<file path="config.mk">
export PLATFORM = sky130hd
export DESIGN_NAME = ab_bank_ctrl
export DESIGN_NICKNAME = d
export VERILOG_FILES = /design/src/rtl/ab_bank_ctrl_pkg.sv /design/src/rtl/ab_rr_pick.sv /design/src/rtl/ab_bank_ctrl.sv
export SDC_FILE = /design/constraint.sdc
export NUM_CORES = 1
export LEC_CHECK = 0
export ABC_AREA = 1
export CAP_MARGIN = 20
export CORE_UTILIZATION = 59
export DETAILED_ROUTE_END_ITERATION = 8
export DONT_BUFFER_PORTS = 1
export PLACE_DENSITY = 0.75
export SETUP_SLACK_MARGIN = 0.4
export SYNTH_ARGS = -nofsm -noshare
export SYNTH_HDL_FRONTEND = slang
export SYNTH_SLANG_ARGS = --single-unit
</file>
<file path="constraint.sdc">
create_clock -name clk -period 2.1 [get_ports clk]
set_clock_uncertainty 0.15 [all_clocks]
set_input_delay 0.21 -clock clk [delete_from_list [all_inputs] [get_ports clk]]
set_output_delay 0.21 -clock clk [all_outputs]
set_load 0.005 [all_outputs]
</file>
<file path="src/rtl/ab_bank_ctrl_pkg.sv">
`default_nettype none
// ============================================================================
// Module      : ab_bank_ctrl_pkg
// Description : Shared definitions for the AB bank controller. It holds the
//               AB command encodings ({B,A}) and the controller state
//               encoding.
// Revision    : 1.0 - initial release
// ============================================================================
package ab_bank_ctrl_pkg;

    // AB cell commands, encoded {B,A}
    localparam logic [1:0] AB_HOLD = 2'b00;
    localparam logic [1:0] AB_CLR  = 2'b01;
    localparam logic [1:0] AB_SET  = 2'b10;
    localparam logic [1:0] AB_TGL  = 2'b11;

    // Controller states
    typedef enum logic [1:0] {
        S_IDLE = 2'd0,
        S_EXEC = 2'd1,
        S_DONE = 2'd2
    } ab_state_t;

endpackage : ab_bank_ctrl_pkg
`default_nettype wire

</file>
<file path="src/rtl/ab_rr_pick.sv">
`default_nettype none
// ============================================================================
// Module      : ab_rr_pick
// Description : Combinational round-robin selector. It returns the first
//               asserted request found by scanning upward from ptr, wrapping
//               past NREQ-1 back to 0.
// Ports       : req     - request vector
//               ptr     - highest-priority requester index
//               win_oh  - one-hot winner (all zero when no request)
//               win_idx - binary index of the winner
//               valid   - at least one request is asserted
// Revision    : 1.0 - initial release
// ============================================================================
module ab_rr_pick #(
    parameter int NREQ = 4,
    parameter int PW   = $clog2(NREQ)
) (
    input  logic [NREQ-1:0] req,
    input  logic [PW-1:0]   ptr,
    output logic [NREQ-1:0] win_oh,
    output logic [PW-1:0]   win_idx,
    output logic            valid
);

    logic w_found;

    // First pass covers ptr..NREQ-1. The second pass covers the wrapped
    // range 0..ptr-1, so lower indices only win when nothing at or above
    // ptr is requesting.
    always_comb begin
        win_oh  = '0;
        win_idx = '0;
        w_found = 1'b0;
        for (int i = 0; i < NREQ; i++) begin
            if (!w_found && req[i] && (i >= int'(ptr))) begin
                w_found    = 1'b1;
                win_oh[i]  = 1'b1;
                win_idx    = PW'(i);
            end
        end
        for (int i = 0; i < NREQ; i++) begin
            if (!w_found && req[i] && (i < int'(ptr))) begin
                w_found    = 1'b1;
                win_oh[i]  = 1'b1;
                win_idx    = PW'(i);
            end
        end
    end

    assign valid = |req;

endmodule : ab_rr_pick
`default_nettype wire

</file>
<file path="src/rtl/ab_bank_ctrl.sv">
`default_nettype none
// ============================================================================
// Module      : ab_bank_ctrl
// Description : Round-robin controller that serializes NREQ requesters onto
//               a single WIDTH-bit bank of AB flip-flop cells. Each granted
//               request applies a hold, clear, set or toggle command to one
//               cell and is acknowledged by a one-cycle gnt pulse.
// Ports       : clk   - rising-edge clock
//               reset - synchronous active-high reset
//               req   - per-requester level request
//               op    - per-requester {B,A} command, 2 bits each
//               idx   - per-requester target cell index, IDXW bits each
//               gnt   - one-hot completion pulse
//               err   - pulses with gnt when the latched index is >= WIDTH
//               busy  - high whenever the controller is not idle
//               Q     - bank contents
//               Z     - XOR parity of Q (combinational)
// Revision    : 1.0 - initial release
// ============================================================================
module ab_bank_ctrl
    import ab_bank_ctrl_pkg::*;
#(
    parameter int NREQ  = 4,
    parameter int WIDTH = 8,
    parameter int IDXW  = 3
) (
    input  logic                   clk,
    input  logic                   reset,
    input  logic [NREQ-1:0]        req,
    input  logic [2*NREQ-1:0]      op,
    input  logic [IDXW*NREQ-1:0]   idx,
    output logic [NREQ-1:0]        gnt,
    output logic                   err,
    output logic                   busy,
    output logic [WIDTH-1:0]       Q,
    output logic                   Z
);

    localparam int PW = $clog2(NREQ);

    ab_state_t          r_state;
    logic [PW-1:0]      r_ptr;
    logic [PW-1:0]      r_win;
    logic [NREQ-1:0]    r_win_oh;
    logic [1:0]         r_op;
    logic [IDXW-1:0]    r_idx;

    logic [NREQ-1:0]    w_pick_oh;
    logic [PW-1:0]      w_pick_idx;
    logic               w_pick_valid;
    logic [1:0]         w_op_sel;
    logic [IDXW-1:0]    w_idx_sel;
    logic               w_in_range;
    logic [WIDTH-1:0]   w_q_next;

    ab_rr_pick #(
        .NREQ (NREQ),
        .PW   (PW)
    ) u_pick (
        .req     (req),
        .ptr     (r_ptr),
        .win_oh  (w_pick_oh),
        .win_idx (w_pick_idx),
        .valid   (w_pick_valid)
    );

    // Route the winner's command and index with a one-hot mux.
    always_comb begin
        w_op_sel  = AB_HOLD;
        w_idx_sel = '0;
        for (int i = 0; i < NREQ; i++) begin
            if (w_pick_oh[i]) begin
                w_op_sel  = op[2*i +: 2];
                w_idx_sel = idx[IDXW*i +: IDXW];
            end
        end
    end

    assign w_in_range = (int'(r_idx) < WIDTH);

    // Next bank value for the latched command. An out-of-range index
    // matches no cell, so the bank passes through unchanged.
    always_comb begin
        w_q_next = Q;
        for (int i = 0; i < WIDTH; i++) begin
            if (int'(r_idx) == i) begin
                case (r_op)
                    AB_CLR:  w_q_next[i] = 1'b0;
                    AB_SET:  w_q_next[i] = 1'b1;
                    AB_TGL:  w_q_next[i] = ~Q[i];
                    default: w_q_next[i] = Q[i];
                endcase
            end
        end
    end

    always_ff @(posedge clk) begin
        if (reset) begin
            r_state  <= S_IDLE;
            r_ptr    <= '0;
            r_win    <= '0;
            r_win_oh <= '0;
            r_op     <= AB_HOLD;
            r_idx    <= '0;
            gnt      <= '0;
            err      <= 1'b0;
            busy     <= 1'b0;
            Q        <= '0;
        end else begin
            case (r_state)
                S_IDLE: begin
                    if (w_pick_valid) begin
                        r_win    <= w_pick_idx;
                        r_win_oh <= w_pick_oh;
                        r_op     <= w_op_sel;
                        r_idx    <= w_idx_sel;
                        busy     <= 1'b1;
                        r_state  <= S_EXEC;
                    end
                end
                S_EXEC: begin
                    if (w_in_range) begin
                        Q <= w_q_next;
                    end
                    err     <= ~w_in_range;
                    gnt     <= r_win_oh;
                    r_state <= S_DONE;
                end
                S_DONE: begin
                    gnt  <= '0;
                    err  <= 1'b0;
                    busy <= 1'b0;
                    // NREQ need not be a power of two, so wrap explicitly.
                    if (int'(r_win) == NREQ - 1) begin
                        r_ptr <= '0;
                    end else begin
                        r_ptr <= r_win + 1'b1;
                    end
                    r_state <= S_IDLE;
                end
                default: begin
                    gnt     <= '0;
                    err     <= 1'b0;
                    busy    <= 1'b0;
                    r_state <= S_IDLE;
                end
            endcase
        end
    end

    assign Z = ^Q;

endmodule : ab_bank_ctrl
`default_nettype wire

</file>
==> results_dict.tcl, run 1 <==
set metrics [dict create \
    via_count 1367 \
    crit_top_cell "nand2_1" \
    io_pins 41 \
    overflow 0 \
    rows 18 \
    dp.final_hpwl_um 2380 \
    synthArstFlopShare 0 \
    dp_cells 230 \
    endpoint_kind "register" \
    track_usage 0.234 \
    drt-pass1-iter-count 5 \
    syn2layout_area_growth_pct 7.33 \
    drv_slew 0 \
    hold_viol 0 \
    path_class "in -> reg" \
    max_stage_delay_ps 570 \
    ys_seq_area_frac 0.365 \
    die-width_um 53.0 \
    drt_iter0_drc 30 \
    syn_inst 205 \
    clock_sinks 28 \
    synth_fp_nets 232 \
    place_ws_ps 513 \
    die_y_um 53.0 \
    cts_root_buf "clkbuf_4" \
    synth-xor-area-share 0.0399 \
    setup_ws_ps 420 \
    cp.arrival_ps 1790 \
    synth_compound_area_frac 0.221 \
    outcome "finished, final reports clean" \
    yosysUniqueCellTypes 32 \
    synth_top_family_by_area "simple AND/OR/NAND/NOR gates" \
    hold_class "in -> reg" \
    fin_crit_ps 1680 \
    layout_commonest_cell "nand2_1" \
    h-tree-depth 1 \
    worst_pin_slew_ps 762 \
    setup_viol_count_final 0 \
    power_density_nw_per_um2 657 \
    ant_nets 0 \
    slowest_stage "dlygate4sd3_1" \
    synth_top_cell_by_area "dfxtp_1" \
    portBuffers 0 \
    viasPerCell 5.65 \
    max_freq_mhz 595 \
    grt_max_degree 19 \
    fin_nets 240 \
    gp_congestion 0.821 \
    cap_violations 0 \
    fin_setup_tns_ps 0 \
    cts_buffer_depth 2 \
    die-area_sq_um 2810 \
    antenna_found_initial 0 \
    synthMuxAreaShare 0 \
    synthAdderAreaFrac 0.00814 \
    p_leak_nw 0.679 \
    cts_tree "done" \
    critical_path.cell_chain "dlygate4sd3_1, nand2_2, nand3_4, nor2_4, nand2_1, nand2_2, nand2_1, nand2_2, nand2_1, nand2_1, nand2_1, a21oi_2" \
    fp.coreArea_sq_um 2480 \
    wire_per_inst_um 13.1 \
    cts_buffers 3 \
    synth_area_leaders "dfxtp_1, nand2_1, a21oi_1" \
    syn_avg_cell_area_sq_um 7.49 \
    total_power_mw 1.08 \
    drive_gt1_frac 0.184 \
    synthFlopType "dfxtp_1" \
    ys_ff_latch 28 \
    synth-simple-area-share 0.261 \
    syn-cell-area_sq_um 1540 \
    clkTransAtPathRegs_ps 140 \
    max-vdd-ir-drop_mv 0.426 \
    crit_required_ps 2210 \
    period_share 0.800 \
    yosys.area.top_type_share 0.365 \
    drc 0 \
    rsz0062_at_grt "true" \
    critPathMaxFanout 5 \
    initial_core_util 0.620 \
    fin_cells 242 \
    ys.warnings.count 0 \
    synth_edf_count 0 \
    insertion_delay_ps 320 \
    first_global_vias 1191 \
    grt_pass1_wl_um 4930 \
    slew_headroom 0.492 \
    start_kind "input pin" \
    layout_common_cells "nand2_1, dfxtp_1, inv_1" \
    wirelength_um 3170 \
    antenna_cells 0 \
]
[final timing paths]
check,from,end,slack [ps],depth (start not counted)
hold / removal,op[7],r_op[1],20,4
setup / recovery,req[0],r_op[0],420,12
hold reg to reg,r_win_oh[3],r_win_oh[3],340,2
setup reg to reg,r_ptr[1],r_op[0],460,12
[final cells by class]
cell class / count / area [sq um]
well taps: 30 / 37.5
inverters: 27 / 104
flip-flops and latches: 28 / 567
fillers: 239 / 828
repair buffers: 8 / 70.1
clock buffers: 4 / 36.3
multi-input cells: 145 / 835
[report_power, final]
group          internal (mW)  switching (mW)  leakage (nW)
combinational         0.0815           0.147         0.427
sequential             0.565          0.0331         0.231
clock                  0.106           0.151        0.0210
total                  0.752           0.331         0.679
[routing by layer]
layer | wire (um) | GRT usage | vias up
met5 | 0 | 0 | -
met4 | 19 | 0.0570 | 0
met3 | 164 | 0.0431 | 2
met2 | 1510 | 0.380 | 42
met1 | 1480 | 0.318 | 628
li1 | - | - | 695
[critical path, delay by kind of cell]
family	cells	cell delay [ps]
buf+inv	1	570
compound gates	1	120
simple gates	10	880
[sequential cells by signal (all words and copies together), names as in the netlist]
name,count
Q,8
busy,1
gnt,4
r_idx,3
r_op,2
r_ptr,2
r_state,2
r_win,2
r_win_oh,4
[kinds of logic after synthesis]
group / count (synthesis)
adder cells (fa/ha/maj): 1
flip-flops: 28
AO/OA/AOI/OAI: 51
other: 1
AND/OR/NAND/NOR: 85
buffers and inverters: 32
XOR/XNOR: 7
[what timing repair did]
| item | CTS | global route |
|---|---|---|
| setup endpoints to repair | 0 | 16 |
| hold endpoints to repair | 20 | 0 |
| buffers inserted | 0 | 5 |
| hold buffers | 3 | 0 |
| resized for setup | 0 | 13 |
[Yosys cell counts, types with 2 or more instances]
| library cell | count |
|---|---|
| a2111o_1 | 6 |
| a21oi_1 | 20 |
| a21oi_2 | 5 |
| a31oi_1 | 2 |
| a32o_1 | 4 |
| buf_6 | 3 |
| dfxtp_1 | 28 |
| inv_1 | 24 |
| nand2_1 | 45 |
| nand2_2 | 4 |
| nand3_1 | 6 |
| nand4_1 | 3 |
| nor2_1 | 17 |
| nor2_2 | 2 |
| nor2_4 | 2 |
| o21ai_0 | 13 |
| xnor2_1 | 6 |
[per-stage QoR]
step / utilization / hold WS, ps / cell area (sq um)
floorplan: - / 253 / 1540
global placement: 0.613 / 126 / 1520
detailed placement: 0.613 / 127 / 1520
CTS: 0.640 / 17.9 / 1590
global route: 0.666 / 18.0 / 1650
finish: 0.666 / 24.1 / 1650
(Power assumes the default switching activity.)
==> inputs of run 2 (changes only) <==
==> constraint.sdc (replaced) <==
create_clock -name clk -period 1.75 [get_ports clk]
set_clock_uncertainty 0.15 [all_clocks]
set_input_delay 0.175 -clock clk [delete_from_list [all_inputs] [get_ports clk]]
set_output_delay 0.175 -clock clk [all_outputs]
set_load 0.005 [all_outputs]
==> run 2 against run 1 <==
  * The flow now finishes with violations (negative hold slack)
  * Clock power is 21% higher
  * Via count decreased by 1.2%
  * Clock-buffer cell count unchanged
  * Final area grew 2.3%
  * Routed wire length down 4.7%
  * Sequential share of layout area is 0.32 points lower
  * Largest cell class unchanged
  * Worst hold slack worse by 300 ps
==> results_dict.tcl, run 2 (synthesized netlist as in run 1, its figures left out) <==
set metrics [dict create \
    outcome "finished, violations left" \
    violations "negative hold slack" \
    fin_nets 238 \
    rsz0062_at_grt "true" \
    cts_tree "done" \
    via_count 1350 \
    die-area_sq_um 2810 \
    die-width_um 53.0 \
    track_usage 0.236 \
    max-vdd-ir-drop_mv 0.480 \
    viasPerCell 5.63 \
    clkTransAtPathRegs_ps 140 \
    drv_slew 0 \
    first_global_vias 1201 \
    path_class "reg -> reg" \
    grt_pass1_wl_um 4970 \
    p_leak_nw 0.672 \
    clock_sinks 28 \
    overflow 0 \
    io_pins 41 \
    setup_viol_count_final 0 \
    cts_root_buf "clkbuf_4" \
    crit_required_ps 1880 \
    ctsHoldBuffers 1 \
    critPathMaxFanout 7 \
    max_stage_delay_ps 380 \
    dp_cells 232 \
    layout_commonest_cell "nand2_1" \
    dp.final_hpwl_um 2230 \
    cap_violations 0 \
    hold_class "in -> reg" \
    portBuffers 0 \
    drt-pass1-iter-count 5 \
    max_freq_mhz 644 \
    h-tree-depth 1 \
    hold_viol 21 \
    rows 18 \
    die_y_um 53.0 \
    wire_per_inst_um 12.6 \
    antenna_found_initial 0 \
    finish.instance_area_sq_um 1690 \
    fin_crit_ps 1550 \
    fin_setup_tns_ps 0 \
    layout_common_cells "nand2_1, inv_1, a21oi_1" \
    fin_hold_ws_ps -272 \
    start_kind "register" \
    endpoint_kind "register" \
    drt_iter0_drc 25 \
    cts_buffer_depth 2 \
    crit_top_cell "nand2_1" \
    ant_nets 0 \
    gp_congestion 0.754 \
    placed_area_sq_um 1550 \
    multiInputGateArea_sq_um 887 \
    top_register "Q" \
    wirelength_um 3020 \
    reg_top3 "Q x8, gnt x4, r_win_oh x4" \
    syn2layout_area_growth_pct 9.77 \
    period_share 0.887 \
    grt_max_degree 20 \
    largest_reg_flops 8 \
    cp.arrival_ps 1680 \
    fp.coreArea_sq_um 2480 \
    fillCellCount 225 \
    fin_cells 240 \
    initial_core_util 0.620 \
    register_area_sq_um 574 \
    drive_gt1_frac 0.267 \
    critical_path.cell_chain "inv_1, nand2_2, nand3_4, nor2_4, nand3_2, nand2_4, inv_4, nand2_1, nand2_1, nand2_1, nand2_1, a21oi_2" \
    slowest_stage "dfxtp_2" \
    insertion_delay_ps 320 \
    drc 0 \
    power_density_nw_per_um2 779 \
    cts_buffers 3 \
    antenna_cells 0 \
]
run 2: cell count changes in the layout (fill, tap and decap cells not counted), moves of 3 or more:
| cell | before | now |
|---|---|---|
| dfxtp_1 | 23 | 17 |
| dfxtp_2 | 5 | 11 |
| nor2_1 | 17 | 13 |
| inv_1 | 23 | 20 |
| inv_2 | 2 | 5 |
| nand3_1 | 6 | 3 |
| nand3_2 | 1 | 4 |
| nor2_4 | 3 | 6 |
run 2: layout make-up:
| class | instances | share of cell area |
|---|---|---|
| sequential | 28 | 0.341 |
| timing repair buffer | 6 | 0.0282 |
| clock buffer | 4 | 0.0215 |
| multi-input combinational | 145 | 0.526 |
| inverter | 27 | 0.0616 |
| tap | 30 | 0.0223 |
run 2: critical path: cells and delay by family, from the launching register on:
kind	cells	cell delay (ps)
flip-flops	1	380
AND/OR/NAND/NOR	9	740
AO/OA/AOI/OAI	1	100
buffers and inverters	2	130
run 2: timing repair:
item / CTS / global route
buffers inserted: 3 / 0
pin swaps: 3 / 3
hold endpoints to repair: 23 / 20
endpoints found under the setup margin: 16 / 21
gates resized for setup: 16 / 14
run 2: per-layer routing:
| metal | up-vias | global-route usage | wire (um) |
|---|---|---|---|
| li1 | 690 | - | - |
| met1 | 604 | 0.308 | 1370 |
| met2 | 54 | 0.390 | 1400 |
| met3 | 2 | 0.0517 | 236 |
| met4 | 0 | 0.0570 | 17 |
| met5 | - | 0 | 0 |
run 2: stage by stage:
stage	total power, mW	setup slack (ps)	util
6_report	1.31	198	0.681
5_1_grt	1.39	51.1	0.681
4_1_cts	1.30	197	0.666
3_5_place_dp	0.972	221	0.624
3_3_place_gp	0.964	275	0.624
2_1_floorplan	0.945	355	-
run 2: where the power goes:
group          total, mW  switching, mW  internal [mW]
clock network      0.312          0.185          0.127
registers          0.715         0.0367          0.678
logic              0.288          0.184          0.104
total               1.31          0.405          0.910
run 2: final timing paths:
check,slack (ps),depth (start not counted),start,end
worst max-delay path,200,12,r_ptr[1],r_idx[2]
worst min-delay path,-270,1,reset,Q[4]
worst max register to register,200,12,r_ptr[1],r_idx[2]
worst min register to register,330,2,r_win_oh[3],r_win_oh[3]
==> inputs of run 3 (changes only) <==
--- a/config.mk
+++ b/config.mk
@@ -11,6 +11,7 @@
 export DETAILED_ROUTE_END_ITERATION = 8
 export DONT_BUFFER_PORTS = 1
 export PLACE_DENSITY = 0.75
+export REMOVE_ABC_BUFFERS = 1
 export SETUP_SLACK_MARGIN = 0.4
 export SYNTH_ARGS = -nofsm -noshare
 export SYNTH_HDL_FRONTEND = slang
==> run 3 against run 2 <==
  * The flow still finishes with violations (negative hold slack)
  * Clock-buffer cell count shrank 1
  * Fmax decreased by 1.9%
  * Sequential share of layout area shrank 0.93 points
  * Worst setup slack lost 31 ps
  * Global-route usage rose by 0.42 points
  * Worst hold slack barely moved
  * Die area stayed put
  * First-iteration DRC count increased by 40%
  * Final area up 4.4%
  * Routed wire length grew 10%
  * Via count increased by 3.3%
  * Critical path type unchanged
  * Largest power group unchanged
==> results_dict.tcl, run 3 (synthesized netlist as in run 1, its figures left out) <==
set metrics [dict create \
    outcome "finished, violations left" \
    violations "negative hold slack" \
    crit_required_ps 1840 \
    critPathMaxFanout 5 \
    largest_reg_flops 8 \
    fin_crit_ps 1580 \
    rows 18 \
    multiInputGateArea_sq_um 892 \
    fin_hold_ws_ps -272 \
    drt-pass1-iter-count 4 \
    hold_start "reset" \
    die-area_sq_um 2810 \
    hold_class "in -> reg" \
    layout_commonest_cell "nand2_1" \
    antenna_cells 0 \
    top_register "Q" \
    fin_nets 243 \
    path_class "reg -> reg" \
    track_usage 0.240 \
    reg2reg_depth 10 \
    cap_violations 0 \
    r2r_slack_ps 170 \
    via_count 1394 \
    max_freq_mhz 632 \
    max_stage_delay_ps 390 \
    hold_viol 22 \
    slew_headroom 0.662 \
    setup_ws_ps 167 \
    wirelength_um 3330 \
    cp.arrival_ps 1670 \
    io_pins 41 \
    dr_wl_met3_um 224 \
    reg2reg_from "r_ptr[1]" \
    fillCellCount 195 \
    worstSetupEndpoint "r_op[1]" \
    grt_pass1_wl_um 4920 \
    reg_top3 "Q x8, gnt x4, r_win_oh x4" \
    clkTransAtPathRegs_ps 160 \
    clock_sinks 28 \
    wire_per_inst_um 13.6 \
    h-tree-depth 1 \
    utilization 0.711 \
    initial_core_util 0.620 \
    viasPerCell 5.69 \
    portBuffers 0 \
    finish.instance_area_sq_um 1760 \
    crit_top_cell "nor2_1" \
    wl_met1_um 1500 \
    syn2layout_area_growth_pct 14.6 \
    grt_max_degree 20 \
    slowest_stage "dfxtp_2" \
    period_share 0.904 \
    fp.coreArea_sq_um 2480 \
    total_power_mw 1.44 \
    rsz0062_at_grt "true" \
    drc 0 \
    crit_start "r_ptr[1]" \
    die-width_um 53.0 \
    highest_layer "met3" \
    layout_common_cells "nand2_1, inv_1, dfxtp_1" \
    fin_setup_tns_ps 0 \
    cts_root_buf "clkbuf_4" \
    max-vdd-ir-drop_mv 0.515 \
    drt_iter0_drc 35 \
    overflow 0 \
    ctsHoldBuffers 1 \
    power_density_nw_per_um2 817 \
    setup_viol_count_final 0 \
    cts_tree "done" \
    dp.final_hpwl_um 2280 \
    endpoint_kind "register" \
    place_ws_ps 162 \
    insertion_delay_ps 330 \
    cts_buffers 3 \
    placed_area_sq_um 1530 \
    critical_path.cell_chain "nor2_1, nand2_2, nand3_4, buf_4, nor2_4, inv_1, nor2_1, nor2_1, nand2_1, a21oi_2" \
    wl_met2_um 1600 \
    start_kind "register" \
    first_global_vias 1146 \
    reg2reg_to "r_op[1]" \
    register_area_sq_um 583 \
    die_y_um 53.0 \
    cts_buffer_depth 2 \
    antenna_found_initial 0 \
    worst_pin_slew_ps 502 \
    p_leak_nw 0.705 \
    drive_gt1_frac 0.302 \
    drv_slew 0 \
    gp_congestion 0.791 \
    ant_nets 0 \
]
run 3: changes by cell type in the layout (fill, tap and decap cells not counted), sizes merged:
| cell | before | now |
|---|---|---|
| buf | 5 | 10 |
| bufinv | 0 | 1 |
| clkbuf | 4 | 3 |
run 3: through the flow:
step | hold slack [ps] | instances
global route | -294 | 245
global placement | 89.9 | 231
CTS | -271 | 239
detailed placement | 89.7 | 231
finish | -272 | 245
floorplan | 87.4 | 200
run 3: worst min-delay path by stage:
stage	end	slack (ps)	cells past startpoint
detailed placement	r_op[0]	90	1
floorplan	r_idx[0]	90	1
finish	r_win_oh[3]	-270	1
global route	Q[6]	-290	1
CTS	r_op[0]	-270	1
global placement	r_idx[0]	90	1
run 3: layout make-up:
type | instances | area share
Inverter | 27 | 0.0604
Sequential cell | 28 | 0.331
Clock inverter | 1 | 0.0171
Timing Repair Buffer | 11 | 0.0505
Multi-Input combinational cell | 145 | 0.507
Clock buffer | 3 | 0.0128
Tap cell | 30 | 0.0213
run 3: what timing repair did:
| item | in CTS | in global routing |
|---|---|---|
| hold endpoints to repair | 23 | 22 |
| pin swaps | 2 | 9 |
| endpoints found under the setup margin | 19 | 22 |
| setup buffers | 3 | 6 |
| resized for setup | 18 | 26 |
run 3: layer usage:
metal	vias to the layer above	global-route usage
met5	-	0
met1	636	0.297
met4	0	0.0921
li1	699	-
met2	59	0.401
met3	0	0.0517
run 3: worst max-delay path, delay by kind of cell, from the launching register on:
family,cells,cell delay [ps]
buffers and inverters,2,270
DFF,1,390
and+or+nand+nor,7,630
AOI/OAI and AO/OA,1,50
run 3: power by group:
group	switching [mW]	leakage (nW)	internal (mW)
clock	0.193	0.0279	0.232
sequential	0.0354	0.235	0.676
combinational	0.190	0.442	0.113
